===== src/rtl/hdmi_timing_pkg.sv =====
// Shared 720p60 timing constants and colour constants for the HDMI output path.
package hdmi_timing_pkg;

    localparam int CNT_W = 12;

    localparam int H_ACTIVE_720 = 1280;
    localparam int H_FP_720     = 110;
    localparam int H_SYNC_720   = 40;
    localparam int H_BP_720     = 220;
    localparam int H_TOTAL_720  = H_SYNC_720 + H_BP_720 + H_ACTIVE_720 + H_FP_720;

    localparam int V_ACTIVE_720 = 720;
    localparam int V_FP_720     = 5;
    localparam int V_SYNC_720   = 5;
    localparam int V_BP_720     = 20;
    localparam int V_TOTAL_720  = V_SYNC_720 + V_BP_720 + V_ACTIVE_720 + V_FP_720;

    typedef logic [23:0] rgb_t;

    localparam rgb_t COLOR_BLACK = 24'h000000;
    localparam rgb_t COLOR_WHITE = 24'hFFFFFF;
    localparam rgb_t COLOR_RED   = 24'hFF0000;
    localparam rgb_t COLOR_GREEN = 24'h00FF00;
    localparam rgb_t COLOR_BLUE  = 24'h0000FF;

    // Strobe bundle carried through the delay line, held as output levels.
    typedef struct packed {
        logic hs;
        logic vs;
        logic de;
    } sync_t;

endpackage


===== src/rtl/sync_delay_line.sv =====
// Depth-N shift register for the sync/de strobes; every stage resets and clears
// to RST_VAL so a flush leaves the outputs idle.
module sync_delay_line #(
    parameter int             W       = 3,
    parameter int             DEPTH   = 2,
    parameter logic [W-1:0]   RST_VAL = '0
) (
    input  logic         clk_in,
    input  logic         reset_n,
    input  logic         clr,
    input  logic [W-1:0] d,
    output logic [W-1:0] q
);

    generate
        if (DEPTH == 0) begin : g_bypass
            assign q = d;
        end else begin : g_pipe
            logic [DEPTH-1:0][W-1:0] pipe;

            always_ff @(posedge clk_in or negedge reset_n) begin
                if (!reset_n) begin
                    pipe <= {DEPTH{RST_VAL}};
                end else if (clr) begin
                    pipe <= {DEPTH{RST_VAL}};
                end else begin
                    pipe[0] <= d;
                    for (int i = 1; i < DEPTH; i++) begin
                        pipe[i] <= pipe[i-1];
                    end
                end
            end

            assign q = pipe[DEPTH-1];
        end
    endgenerate

endmodule


===== src/rtl/hdmi_timing_gen.sv =====
// Video timing generator: raw/active pixel coordinates plus sync/de strobes
// delayed to line up with the pattern generator's pipelined colour output.
module hdmi_timing_gen
    import hdmi_timing_pkg::*;
#(
    parameter int   H_ACTIVE = H_ACTIVE_720,
    parameter int   H_FP     = H_FP_720,
    parameter int   H_SYNC   = H_SYNC_720,
    parameter int   H_BP     = H_BP_720,
    parameter int   V_ACTIVE = V_ACTIVE_720,
    parameter int   V_FP     = V_FP_720,
    parameter int   V_SYNC   = V_SYNC_720,
    parameter int   V_BP     = V_BP_720,
    parameter logic SYNC_POL = 1'b1,
    parameter int   PIPE_DLY = 2
) (
    input  logic             clk_in,
    input  logic             reset_n,
    input  logic             en,
    output logic [CNT_W-1:0] loc_x,
    output logic [CNT_W-1:0] loc_y,
    output logic [CNT_W-1:0] act_x,
    output logic [CNT_W-1:0] act_y,
    output logic             hsync,
    output logic             vsync,
    output logic             de,
    output logic             frame_start,
    output logic [7:0]       frame_cnt
);

    localparam int H_TOTAL = H_SYNC + H_BP + H_ACTIVE + H_FP;
    localparam int V_TOTAL = V_SYNC + V_BP + V_ACTIVE + V_FP;

    localparam logic [CNT_W-1:0] H_LAST   = CNT_W'(H_TOTAL - 1);
    localparam logic [CNT_W-1:0] V_LAST   = CNT_W'(V_TOTAL - 1);
    localparam logic [CNT_W-1:0] HS_END   = CNT_W'(H_SYNC);
    localparam logic [CNT_W-1:0] VS_END   = CNT_W'(V_SYNC);
    localparam logic [CNT_W-1:0] HA_START = CNT_W'(H_SYNC + H_BP);
    localparam logic [CNT_W-1:0] HA_END   = CNT_W'(H_SYNC + H_BP + H_ACTIVE);
    localparam logic [CNT_W-1:0] VA_START = CNT_W'(V_SYNC + V_BP);
    localparam logic [CNT_W-1:0] VA_END   = CNT_W'(V_SYNC + V_BP + V_ACTIVE);

    localparam logic  IDLE_LVL  = ~SYNC_POL;
    localparam sync_t STRB_IDLE = '{hs: IDLE_LVL, vs: IDLE_LVL, de: 1'b0};

    logic [CNT_W-1:0] hcnt, vcnt;
    logic             run;
    logic             hact, vact;
    sync_t            strb_i, strb_r, strb_d;

    always_ff @(posedge clk_in or negedge reset_n) begin
        if (!reset_n) begin
            hcnt      <= '0;
            vcnt      <= '0;
            run       <= 1'b0;
            frame_cnt <= '0;
        end else if (!en) begin
            hcnt <= '0;
            vcnt <= '0;
            run  <= 1'b0;
        end else begin
            run <= 1'b1;
            // The first enabled cycle parks on (0,0) so frame_start marks the restart.
            if (run) begin
                if (hcnt == H_LAST) begin
                    hcnt <= '0;
                    if (vcnt == V_LAST) begin
                        vcnt      <= '0;
                        frame_cnt <= frame_cnt + 8'd1;
                    end else begin
                        vcnt <= vcnt + CNT_W'(1);
                    end
                end else begin
                    hcnt <= hcnt + CNT_W'(1);
                end
            end
        end
    end

    always_comb begin
        hact      = (hcnt >= HA_START) && (hcnt < HA_END);
        vact      = (vcnt >= VA_START) && (vcnt < VA_END);
        strb_i.hs = run && (hcnt < HS_END);
        strb_i.vs = run && (vcnt < VS_END);
        strb_i.de = run && hact && vact;
    end

    // Decode register converts to output polarity; it and the delay line
    // clear together when en drops so the strobes go idle on the next edge.
    always_ff @(posedge clk_in or negedge reset_n) begin
        if (!reset_n) begin
            strb_r <= STRB_IDLE;
        end else if (!en) begin
            strb_r <= STRB_IDLE;
        end else begin
            strb_r <= '{hs: strb_i.hs ^ IDLE_LVL, vs: strb_i.vs ^ IDLE_LVL, de: strb_i.de};
        end
    end

    sync_delay_line #(
        .W       (3),
        .DEPTH   (PIPE_DLY),
        .RST_VAL (STRB_IDLE)
    ) u_dly (
        .clk_in  (clk_in),
        .reset_n (reset_n),
        .clr     (~en),
        .d       (strb_r),
        .q       (strb_d)
    );

    assign loc_x       = hcnt;
    assign loc_y       = vcnt;
    assign act_x       = strb_i.de ? (hcnt - HA_START) : '0;
    assign act_y       = strb_i.de ? (vcnt - VA_START) : '0;
    assign frame_start = run && (hcnt == '0) && (vcnt == '0);
    assign hsync       = strb_d.hs;
    assign vsync       = strb_d.vs;
    assign de          = strb_d.de;

endmodule

===== config.mk =====
export PLATFORM = sky130hd
export DESIGN_NAME = hdmi_timing_gen
export DESIGN_NICKNAME = d
export VERILOG_FILES = /design/src/rtl/hdmi_timing_pkg.sv /design/src/rtl/sync_delay_line.sv /design/src/rtl/hdmi_timing_gen.sv
export SDC_FILE = /design/constraint.sdc
export NUM_CORES = 1
export LEC_CHECK = 0
export BUFFER_PORTS_ARGS = -buffer_cell sky130_fd_sc_hd__buf_4
export CORE_AREA = 2 2 85 79
export DETAILED_ROUTE_END_ITERATION = 16
export DIE_AREA = 0 0 87 81
export GPL_TIMING_DRIVEN = 0
export PLACE_DENSITY = 0.69
export SLEW_MARGIN = 20
export SYNTH_ARGS = -nofsm -noshare
export SYNTH_HDL_FRONTEND = slang
export SYNTH_SLANG_ARGS = --single-unit

===== constraint.sdc =====
create_clock -name clk_in -period 3.16 [get_ports clk_in]
set_input_delay 0.632 -clock clk_in [delete_from_list [all_inputs] [get_ports clk_in]]
set_output_delay 0.632 -clock clk_in [all_outputs]
set_load 0.05 [all_outputs]

=== Yosys cells after proc, flatten, opt, wreduce, memory -nomap -nowiden ===
Index checks and enable logic that the tools add are counted.

* Logic and storage cells: 48
* Register bits: 42
* Input port bits: 3

* Equality and inequality tests: 4
* Reductions and logical operators: 12
* $lt $le $gt $ge: 6
* Muxes and demuxes: 12
* Add/sub/neg operators: 5

{| class="wikitable"
|+ Operators with widths
! kind !! number
|-
| $mux 12 || 9
|-
| $add 12x1->12 const B || 2
|-
| $logic_not 12->1 || 2
|-
| $eq 12x10->1 const B || 1
|-
| $eq 12x11->1 const B || 1
|-
| $ge 12x5->1 const B || 1
|-
| $ge 12x9->1 const B || 1
|-
| $lt 12x10->1 const B || 1
|-
| $lt 12x11->1 const B || 1
|-
| $lt 12x3->1 const B || 1
|-
| $lt 12x6->1 const B || 1
|-
| $sub 12x5->12 const B || 1
|-
| $sub 12x9->12 const B || 1
|-
| $add 8x1->8 const B || 1
|-
| $logic_and 1x1->1 || 8
|-
| $mux 6 || 1
|-
| $ne 2x1->1 const B || 2
|-
| $reduce_and 4->1 || 1
|-
| $mux 3 || 1
|-
| $reduce_and 2->1 || 1
|-
| $mux 1 || 1
|}

=== Logic depth before layout (Yosys ltp) ===
Gate-level depths: netlist (run 1).

* Depth after elaboration: 5
* Depth in mapped cells: 8
* Mapped depth without buffers: 6

=== Cells and area by module ===
A second synthesis (run 1) with hierarchy kept.

* Cell total of the unflattened synthesis: 309
* Area, all modules: 2783.9 um^2

{| class="wikitable"
|+ By module, submodules not included
! module !! times used !! cells an instance !! sequential area each (um^2) !! area each (um^2)
|-
| hdmi_timing_gen || 1 || 294 || 900.9 || 2573.7
|-
| sync_delay_line || 1 || 15 || 150.1 || 210.2
|}

=== Worst setup path after synthesis (run 1) ===
OpenSTA, ideal clock, no wires.

* Path type: register to output
* Start point: reg vcnt[0], in the netlist loc_y[0]
* End point: out act_x[8]
* Stages on the path, launching flop included: 8
* Arrival time: 3147 ps
* Slack: -619 ps
* Path buffers: 1
* Path through: dfrtp_1 inv_1 ha_1 nor3b_1 o2111ai_1 o2111ai_1 clkbuf_1 nor3b_1

* Cells in the longest elaborated chain, start to end: 4
* Elaborated cells on any way between the ends: 5
* Classes of those cells: order compare (2); mux (1); reduce/logical (2)

{| class="wikitable"
|+ Ends and longest elaborated chain
! element !! line !! source
|-
| start: declaration || hdmi_timing_gen.sv:46 || <nowiki>logic [CNT_W-1:0] hcnt, vcnt;</nowiki>
|-
| start signal: assignment || hdmi_timing_gen.sv:71 || <nowiki>vcnt <= vcnt + CNT_W'(1);</nowiki>
|-
| $ge 12x5->1 / $lt 12x10->1 (equally long branches) || hdmi_timing_gen.sv:82 || <nowiki>vact = (vcnt >= VA_START) && (vcnt < VA_END);</nowiki>
|-
| $logic_and 1x1->1 * || hdmi_timing_gen.sv:82 ||
|-
| $logic_and 1x1->1 * || hdmi_timing_gen.sv:85 || <nowiki>strb_i.de = run && hact && vact;</nowiki>
|-
| $mux 12 * || hdmi_timing_gen.sv:114 || <nowiki>assign act_x = strb_i.de ? (hcnt - HA_START) : '0;</nowiki>
|-
| end: declaration || hdmi_timing_gen.sv:22 || <nowiki>output logic [CNT_W-1:0] act_x,</nowiki>
|}

Mark *: on every way between the ends. The rest lies on a longest branch, timed or not.

=== Worst setup path after layout (run 1) ===
* Start point: reg hcnt[2], in the netlist loc_x[2]
* End point: out act_x[9]

* Cells in the longest elaborated chain, start to end: 5
* Elaborated cells on any way between the ends: 7
* Classes of those cells: add/sub (1); order compare (2); mux (1); reduce/logical (3)

{| class="wikitable"
|+ Ends and longest elaborated chain
! element !! line !! source
|-
| start: declaration || hdmi_timing_gen.sv:46 ||
|-
| start signal: assignment || hdmi_timing_gen.sv:74 || <nowiki>hcnt <= hcnt + CNT_W'(1);</nowiki>
|-
| $ge 12x9->1 / $lt 12x11->1 (equally long branches) || hdmi_timing_gen.sv:81 || <nowiki>hact = (hcnt >= HA_START) && (hcnt < HA_END);</nowiki>
|-
| $logic_and 1x1->1 || hdmi_timing_gen.sv:81 ||
|-
| $logic_and 1x1->1 (2 in a row) || hdmi_timing_gen.sv:85 ||
|-
| $mux 12 * || hdmi_timing_gen.sv:114 ||
|}

Marked as above.

==> results of run 1 <==
## per-layer routing
metal	wire, um	share of wire, %	track usage [%]
met5	0	0	0
met2	3950	48	38.3
met3	297	3.6	3.25
met1	3800	47	33.5
met4	111	1.4	8.59
## synthesized netlist by cell type (all sizes together) (3+ instances only)
| library cell | instances | area share [%] |
|---|---|---|
| dfrtp | 42 | 37 |
| nor3 | 37 | 6.5 |
| nand2 | 27 | 3.5 |
| clkbuf | 22 | 2.9 |
| nor2 | 20 | 2.6 |
| xnor2 | 17 | 5.2 |
| nand3 | 15 | 2.6 |
| ha | 12 | 5.2 |
| xor2 | 12 | 3.7 |
| a21oi | 11 | 1.9 |
| inv | 11 | 1.4 |
| or3 | 11 | 2.6 |
| nand4 | 10 | 2.2 |
| o21ai | 10 | 1.7 |
| and2 | 7 | 1.5 |
| nand2b | 7 | 1.5 |
| buf | 6 | 1.0 |
| nor4 | 5 | 1.1 |
| o32ai | 5 | 1.8 |
| nor3b | 4 | 1.2 |
| a31oi | 3 | 0.66 |
| a32o | 3 | 1.0 |
| and4b | 3 | 1.0 |
| nor2b | 3 | 0.66 |
| o31ai | 3 | 0.79 |
| or4 | 3 | 0.79 |
## through the flow
step           setup TNS [ns]  util [%]  hold WS [ns]  instance area, um2
2_1_floorplan               0         -         0.336                3130
3_3_place_gp            -3.13      58.8         0.436                3690
3_5_place_dp            -3.51      58.8         0.445                3690
4_1_cts                     0      62.5         0.340                3920
5_1_grt              -0.00692      63.7         0.349                4000
6_report                    0      63.7         0.321                4000
## flip-flops by register name (all words and copies together), names as in the netlist
name	flops
frame_cnt	8
u_dly.g_pipe.pipe	3
u_dly.q	3
loc_x	12
strb_r	3
run	1
loc_y	12
## cell type report
cell class | instances | area, um2 | share of cell area [%]
Clock buffer | 6 | 82.6 | 2.07
Clock inverter | 2 | 12.5 | 0.313
Buffer | 27 | 168 | 4.20
Tap cell | 75 | 93.8 | 2.35
Inverter | 11 | 41.3 | 1.03
Timing Repair Buffer | 79 | 597 | 14.9
Multi-Input combinational cell | 252 | 1940 | 48.7
Sequential cell | 42 | 1060 | 26.4
## report_power, final
part	internal, mW	switching (mW)
clock	0.176	0.197
combinational	0.0265	0.0695
sequential	0.544	0.00635
total	0.747	0.273
## timing repair
item / in CTS / in global routing
gates cloned: 1 / 0
buffers inserted: 7 / 9
endpoints found under the setup margin: 24 / 24
resized for setup: 11 / 8
pin swaps: 2 / 3
## cell families (layout without fill, tap and decap cells)
kind of cell             count (synthesis)  in the layout  share of synthesized area (%)
flip-flops                              42             42                           36.7
adder cells (fa/ha/maj)                 12             12                           5.24
XOR/XNOR                                29             29                           8.87
multiplexers                             2              2                          0.917
AND/OR/NAND/NOR                        162            162                           31.6
buffers and inverters                   39            125                           5.42
AO/OA/AOI/OAI                           47             47                           11.3
## worst max-delay path by stage
stage	start	end	slack, ns	cells past startpoint
floorplan	loc_x[2]$_DFFE_PN0P_	act_y[10]	0.005	7
CTS	loc_x[2]$_DFFE_PN0P_	act_y[8]	0.006	9
detailed placement	loc_x[2]$_DFFE_PN0P_	act_y[9]	-0.26	8
global route	loc_x[3]$_DFFE_PN0P_	act_y[3]	-0.003	9
global placement	loc_x[2]$_DFFE_PN0P_	act_y[10]	-0.23	8
finish	loc_x[2]$_DFFE_PN0P_	act_x[9]	0.14	9
==> impl_metrics.yaml, run 1 <==
outcome:
  status: "complete, no violations"
setup_path:
  start_kind: "flip-flop"
  r2r-start: "loc_y[0]$_DFFE_PN0P_"
  worstPathArrival_ns: 2.39
  crit_required_ns: 2.53
  cpPeakStageDelay_ns: 0.44
  reg2reg_to: "loc_y[7]$_DFFE_PN0P_"
  critPathTopFamily: "buffers and inverters"
  cp_max_fo: 5
  crit_top_cell: "buf_4"
  slowest_stage: "dfrtp_2"
  ff2ff_path_depth: 7
  path_buf_inv: 4
  critPathKind: "flip-flop to output pin"
  timing.reg2reg.setup_slack_ns: 0.89
  crit_path_end_kind: "output pin"
  crit_chain: "inv_2 -> ha_2 -> nor3b_4 -> a311oi_2 -> o32ai_2 -> buf_4 -> clkbuf_8 -> nor3_4 -> buf_4"
grt:
  antenna_found_initial: 0
  grt_max_degree: 43
  grt_first_pass_wirelength_um: 13200
  grtUsageTotal_pct: 24.0
  grt_pass1_vias: 2675
  overflow: 0
yosys:
  netlist_instances: 333
  ys.flop_type: "dfrtp_1"
  syn_nets: 348
  seq_area_frac_synth_pct: 36.7
  syn_area_um2: 2860
  synth-edff-count: 0
  syn-mean-instance-area_um2: 8.60
  ys_async_sr_fraction_pct: 100
  ys_ff_latch: 42
  synth_cell_types: 48
  ys_warn_count: 0
sta:
  report.final.slew_viol_count: 0
  finalHoldViolations: 0
  worst_pin_slew_ns: 0.678
  fin_crit_ns: 3.02
  layout_setup_ws_ns: 0.137
  max-slew-margin-rel_pct: 54.1
  finClkSkew_ns: 0.00693
  fmax_ghz: 0.331
  post-route-period-util_pct: 95.7
  setup_viol: 0
floorplan:
  rows: 28
  dieArea_um2: 7050
  coreArea_um2: 6270
  start_util_pct: 45.7
  ios: 63
  die-height_um: 81
  die_w_um: 87
clock_tree:
  hold_buffers: 0
  clk_latency_ns: 0.30
  path_clk_slew_ns: 0.08
  tritoncts: "done"
  clock_sinks: 42
  max-clock-path-buffers: 2
  cts_max_level: 2
  numCtsBuffers: 5
  cts-root-buf: "clkbuf_8"
worst_hold_path:
  hold_path_class: "input port to async pin"
detailed_routing:
  firstDrtPassIters: 4
  num_vias: 2815
  drt_iter0_drc: 159
  drt_wl_total_um: 8160
  wl_per_cell_um: 16.5
  route.detailed.drc: 0
  ant_nets: 0
  vias_per_cell: 5.70
place:
  port_buffers: 62
  gp_congestion: 0.908
  placed_cells: 470
  dpl.hpwl_um: 5770
  dp_slack_ns: -0.257
finish:
  final_cell_mix: "buf_4, dfrtp_1, nand2_1, nor2_1, nor3_4"
  final_common_cell: "buf_4"
  final-instance-count-excl-fill: 494
  layout-drive-gt1-share_pct: 32.9
  fin_nets: 433
  antennaDiodeCount: 0
  syn_to_final_growth_pct: 39.5
  n_fill_cell: 565
power:
  p_leak_nw: 1.79
  pwr_density_cell_nw_per_um2: 255
  finalPower_mw: 1.02
  vdd_drop_max_mv: 0.183
job:
  maxCapViolations: 0
Power figures use the tool's default switching activity.
==> run 2, diff against run 1 <==
==> constraint.sdc (replaced) <==
create_clock -name clk_in -period 3.16 [get_ports clk_in]
set_input_delay 0.158 -clock clk_in [delete_from_list [all_inputs] [get_ports clk_in]]
set_output_delay 0.158 -clock clk_in [all_outputs]
set_load 0.05 [all_outputs]
==> run 2 against run 1 <==
- clock-buffer cell count shrank 1
- sequential share of layout area grew 3.1 points
- total power shrank 0.88%
- utilization shrank 6.9 points
- clock skew grew 0.0023 ns
- sequential power is essentially flat
==> impl_metrics.yaml, run 2 (same netlist as run 1, synthesis figures left out) <==
outcome:
  status: "complete, no violations"
detailed_routing:
  wl_met1_um: 3730
  route.detailed.drc: 0
  wl_per_cell_um: 16.7
  dr.max_layer_used: "met4"
  drt_wl_total_um: 8020
  wl_met2_um: 3640
  ant_nets: 0
  wl_met3_um: 507
  drt_iter0_drc: 196
  vias_per_cell: 5.87
  firstDrtPassIters: 5
  num_vias: 2825
setup_path:
  start_kind: "flip-flop"
  r2r-start: "loc_x[2]$_DFFE_PN0P_"
  crit_top_cell: "clkbuf_1"
  cpPeakStageDelay_ns: 0.54
  critPathKind: "flip-flop to output pin"
  critPathTopFamily: "buffers and inverters"
  crit_chain: "clkbuf_1 -> nor4b_2 -> nand2_1 -> o2111ai_2 -> clkbuf_1 -> nor3_1 -> buf_4"
  ff2ff_path_depth: 8
  worstPathArrival_ns: 2.79
  crit_required_ns: 3.00
  crit_path_end_kind: "output pin"
  timing.reg2reg.setup_slack_ns: 0.75
  cp_max_fo: 10
  slowest_stage: "nor4b_2"
  cp.depth: 7
  reg2reg_to: "loc_x[2]$_DFFE_PN0P_"
  path_buf_inv: 3
power:
  sw_frac_of_total_pct: 28.1
  switchingPower_mw: 0.284
  internal-power_mw: 0.726
  p_leak_nw: 1.60
  clock_power_share_pct: 36.3
  seq_power_share_pct: 54.5
  power_frac_comb_pct: 9.1
  vdd_drop_max_mv: 0.180
  pwr_density_cell_nw_per_um2: 284
clock_tree:
  clk_latency_ns: 0.30
  numCtsBuffers: 5
  clock_sinks: 42
  path_clk_slew_ns: 0.09
  cts_max_level: 2
  cts-root-buf: "clkbuf_8"
  tritoncts: "done"
  max-clock-path-buffers: 2
sta:
  rsz0062_at_grt: "no"
  fin_crit_ns: 2.94
  setup_tns_ns: 0
  setup_viol: 0
  max-slew-margin-rel_pct: 48.3
  worst_pin_slew_ns: 0.764
  finClkSkew_ns: 0.00924
  finalHoldViolations: 0
  report.final.slew_viol_count: 0
  fmax_ghz: 0.340
  layout_setup_ws_ns: 0.216
  post-route-period-util_pct: 93.2
place:
  port_buffers: 62
  gp_congestion: 0.910
  dp_slack_ns: 0.320
  place_area_um2: 3430
  dpl.hpwl_um: 5730
finish:
  n_fill_cell: 594
  multiInputGateArea_um2: 1680
  final_cell_mix: "buf_4, dfrtp_1, nor3_1, nand2_1, nor2_1"
  final_common_cell: "buf_4"
  syn_to_final_growth_pct: 24.3
  fin_nets: 420
  layout-drive-gt1-share_pct: 22.7
  antennaDiodeCount: 0
  stdcell_area_um2: 3560
  regArea_um2: 1050
grt:
  grt_pass1_vias: 2556
  grt_first_pass_wirelength_um: 12800
  antenna_found_initial: 0
  grtUsageTotal_pct: 23.2
  grt_max_degree: 43
  overflow: 0
job:
  maxCapViolations: 0
worst_hold_path:
  hp-start: "en"
  hold_end: "run$_DFF_PN0_"
  worstHoldPathCells: 1
  hold_path_class: "input port to flip-flop"
floorplan:
  die-height_um: 81
  start_util_pct: 45.7
  die_w_um: 87
  ios: 63
  rows: 28
  coreArea_um2: 6270
  dieArea_um2: 7050
## run 2: through the flow
| stage | std cells | util, % | hold slack [ns] | power [mW] |
|---|---|---|---|---|
| after floorplan | 333 | - | -0.138 | 0.616 |
| after global placement | 470 | 54.7 | 0.186 | 0.652 |
| after detailed placement | 470 | 54.7 | 0.190 | 0.653 |
| after CTS | 479 | 56.3 | 0.0334 | 1.02 |
| after global routing | 481 | 56.8 | 0.0373 | 1.05 |
| final | 481 | 56.8 | 0.0402 | 1.01 |
## run 2: routing by layer
layer / GRT usage [%] / up-vias
met5: 0 / -
met4: 7.66 / 0
met3: 3.76 / 14
met2: 35.3 / 125
met1: 33.8 / 1345
li1: - / 1341
## run 2: how the worst max path moves through the flow
stage | start | slack [ns] | to
floorplan | loc_x[2]$_DFFE_PN0P_ | -0.13 | act_x[4]
global placement | loc_y[8]$_DFFE_PN0P_ | 0.34 | act_y[1]
detailed placement | loc_y[8]$_DFFE_PN0P_ | 0.32 | act_y[1]
CTS | loc_x[2]$_DFFE_PN0P_ | 0.02 | act_y[1]
global route | loc_y[8]$_DFFE_PN0P_ | 0.02 | act_y[8]
finish | loc_y[8]$_DFFE_PN0P_ | 0.22 | act_x[9]
## run 2: cell type report
cell class	count	area share [%]
multi-input combinational	252	47.1
sequential	42	29.5
timing repair buffer	65	13.8
buffer	28	3.30
tap	75	2.64
clock buffer	5	1.93
inverter	11	1.16
clock inverter	3	0.598
## run 2: what timing repair did
item | in CTS | in global routing
setup endpoints to repair | 2 | 19
hold buffers | 1 | 0
buffers inserted | 0 | 2
pin swaps | 0 | 1
gates resized for setup | 1 | 6
endpoints found under the hold margin | 42 | 0
## run 2: power groups by stage
stage	clock (mW)	combinational [mW]	sequential, mW
2_1_floorplan	0	0.0404	0.576
3_3_place_gp	0	0.0911	0.561
3_5_place_dp	0	0.0918	0.562
4_1_cts	0.379	0.0930	0.551
5_1_grt	0.393	0.101	0.552
6_report	0.367	0.0924	0.551
==> run 3, diff against run 2 <==
MAX_ROUTING_LAYER = met4   (was default)
==> run 3 against run 2 <==
- sequential share of layout area hardly changed
- clock skew is 0.0019 ns higher
- flip-flop and latch count stayed put
- cell count stayed put
- sequential power hardly changed
- combinational power hardly changed
- register-to-register slack hardly changed
- largest power group unchanged
==> impl_metrics.yaml, run 3 (same netlist as run 1, synthesis figures left out) <==
sta:
  finClkSkew_ns: 0.0111
  finalHoldViolations: 0
  fmax_ghz: 0.341
  fin_crit_ns: 2.93
  setup_viol: 0
  setup_tns_ns: 0
  max-slew-margin-rel_pct: 31.4
  report.final.slew_viol_count: 0
  post-route-period-util_pct: 92.8
  worst_pin_slew_ns: 1.02
  rsz0062_at_grt: "no"
finish:
  final-instance-count-excl-fill: 481
  syn_to_final_growth_pct: 24.2
  final_common_cell: "buf_4"
  final_cell_mix: "buf_4, dfrtp_1, nor3_1, nand2_1, nor2_1"
  fin_nets: 420
  antennaDiodeCount: 0
  layout-drive-gt1-share_pct: 22.7
  final_core_util_pct: 56.7
grt:
  grt_max_degree: 43
  antenna_found_initial: 0
  grtUsageTotal_pct: 23.5
  overflow: 0
  grt_pass1_vias: 2499
  grt_first_pass_wirelength_um: 12500
power:
  vdd_drop_max_mv: 0.226
  power_frac_comb_pct: 9.3
  clock_power_share_pct: 35.4
  pwr_density_cell_nw_per_um2: 280
  switchingPower_mw: 0.269
  p_leak_nw: 1.60
  sw_frac_of_total_pct: 27.0
  seq_power_share_pct: 55.3
  internal-power_mw: 0.727
detailed_routing:
  wl_met2_um: 3610
  drt_iter0_drc: 171
  num_vias: 2815
  drt_wl_total_um: 7890
  vias_per_cell: 5.85
  wl_met1_um: 3790
  wl_met3_um: 423
  route.detailed.drc: 0
  ant_nets: 0
  firstDrtPassIters: 5
  dr.max_layer_used: "met4"
  wl_per_cell_um: 16.4
setup_path:
  critPathKind: "flip-flop to output pin"
  critPathTopFamily: "buffers and inverters"
  cp_max_fo: 10
  slowest_stage: "dfrtp_1"
  crit_path_end_kind: "output pin"
  cpPeakStageDelay_ns: 0.48
  path_buf_inv: 4
  crit_top_cell: "buf_4"
  worstPathArrival_ns: 2.77
  crit_chain: "inv_1 -> ha_1 -> nor3b_2 -> a311oi_2 -> o32ai_2 -> buf_4 -> clkbuf_2 -> nor3_1 -> buf_4"
  start_kind: "flip-flop"
  crit_required_ns: 3.00
job:
  maxCapViolations: 0
clock_tree:
  clk_latency_ns: 0.30
  cts-root-buf: "clkbuf_8"
  clock_sinks: 42
  numCtsBuffers: 5
  tritoncts: "done"
  cts_max_level: 2
  path_clk_slew_ns: 0.09
  max-clock-path-buffers: 2
place:
  dpl.hpwl_um: 5780
  placed_cells: 470
  port_buffers: 62
  gp_congestion: 0.911
outcome:
  status: "complete, no violations"
floorplan:
  die_w_um: 87
  dieArea_um2: 7050
  coreArea_um2: 6270
  start_util_pct: 45.7
  rows: 28
  ios: 63
  die-height_um: 81
worst_hold_path:
  hold_path_class: "input port to flip-flop"
==> run 3: cell count changes in the layout (fill, tap and decap cells not counted) <==
cell        delta
clkbuf_2       +1
clkinvlp_4     -1
o311ai_0       +1
o311ai_1       -1
==> run 3: worst paths after layout <==
check                           cells after the start  slack [ns]                            from                    to
worst min register to register                      1        0.46  u_dly.g_pipe.pipe[1]$_DFF_PN0_  u_dly.q[1]$_DFF_PN0_
worst max register to register                      7        0.76            loc_y[1]$_DFFE_PN0P_  loc_y[9]$_DFFE_PN0P_
max in group asynchronous                           2        2.39                         reset_n  loc_y[4]$_DFFE_PN0P_
min in group asynchronous                           2        0.39                         reset_n  loc_x[2]$_DFFE_PN0P_
worst min-delay path                                1        0.04                              en         run$_DFF_PN0_
worst max-delay path                                9        0.23            loc_x[2]$_DFFE_PN0P_              act_y[1]
==> run 3: repair_timing <==
action,in CTS,in global routing
setup endpoints to repair,0,20
buffers inserted,0,2
gates resized for setup,0,10
hold buffers,1,0
hold endpoints to repair,42,0
==> run 3: power by group through the flow <==
stage | Clock (mW) | Sequential, mW | Combinational, mW
finish | 0.352 | 0.551 | 0.0926
global route | 0.384 | 0.552 | 0.101
floorplan | 0 | 0.576 | 0.0404
CTS | 0.365 | 0.551 | 0.0931
global placement | 0 | 0.561 | 0.0913
detailed placement | 0 | 0.561 | 0.0920
==> run 3: cell type report <==
cell class,instances,area [um2]
tap,75,93.8
clock buffer,6,72.6
timing repair buffer,65,490
fill,624,2710
buffer,28,119
clock inverter,2,13.8
inverter,11,41.3
multi-input combinational,252,1680
sequential,42,1050
==> run 3: worst reg2reg max path, cell delays in order, from the launching register on <==
cell,delay (ns)
dfrtp_1,0.49
inv_1,0.12
ha_1,0.20
and4b_1,0.25
nand3_1,0.12
clkbuf_1,0.43
nand2_1,0.28
o32ai_1,0.40
==> run 3: through the flow <==
step	hold slack [ns]	total power [mW]	instance area, um2	setup WS [ns]
CTS	0.0316	1.01	3520	0.00665
floorplan	-0.138	0.616	2870	-0.131
finish	0.0352	0.995	3560	0.229
detailed placement	0.187	0.653	3430	0.336
global placement	0.189	0.652	3430	0.371
global route	0.0249	1.04	3560	0.0471
==> run 3: routing by layer <==
| metal | GRT usage, % | vias to the layer above |
|---|---|---|
| met3 | 3.96 | 9 |
| li1 | - | 1340 |
| met5 | - | - |
| met1 | 33.2 | 1359 |
| met2 | 35.3 | 107 |
| met4 | 5.47 | 0 |
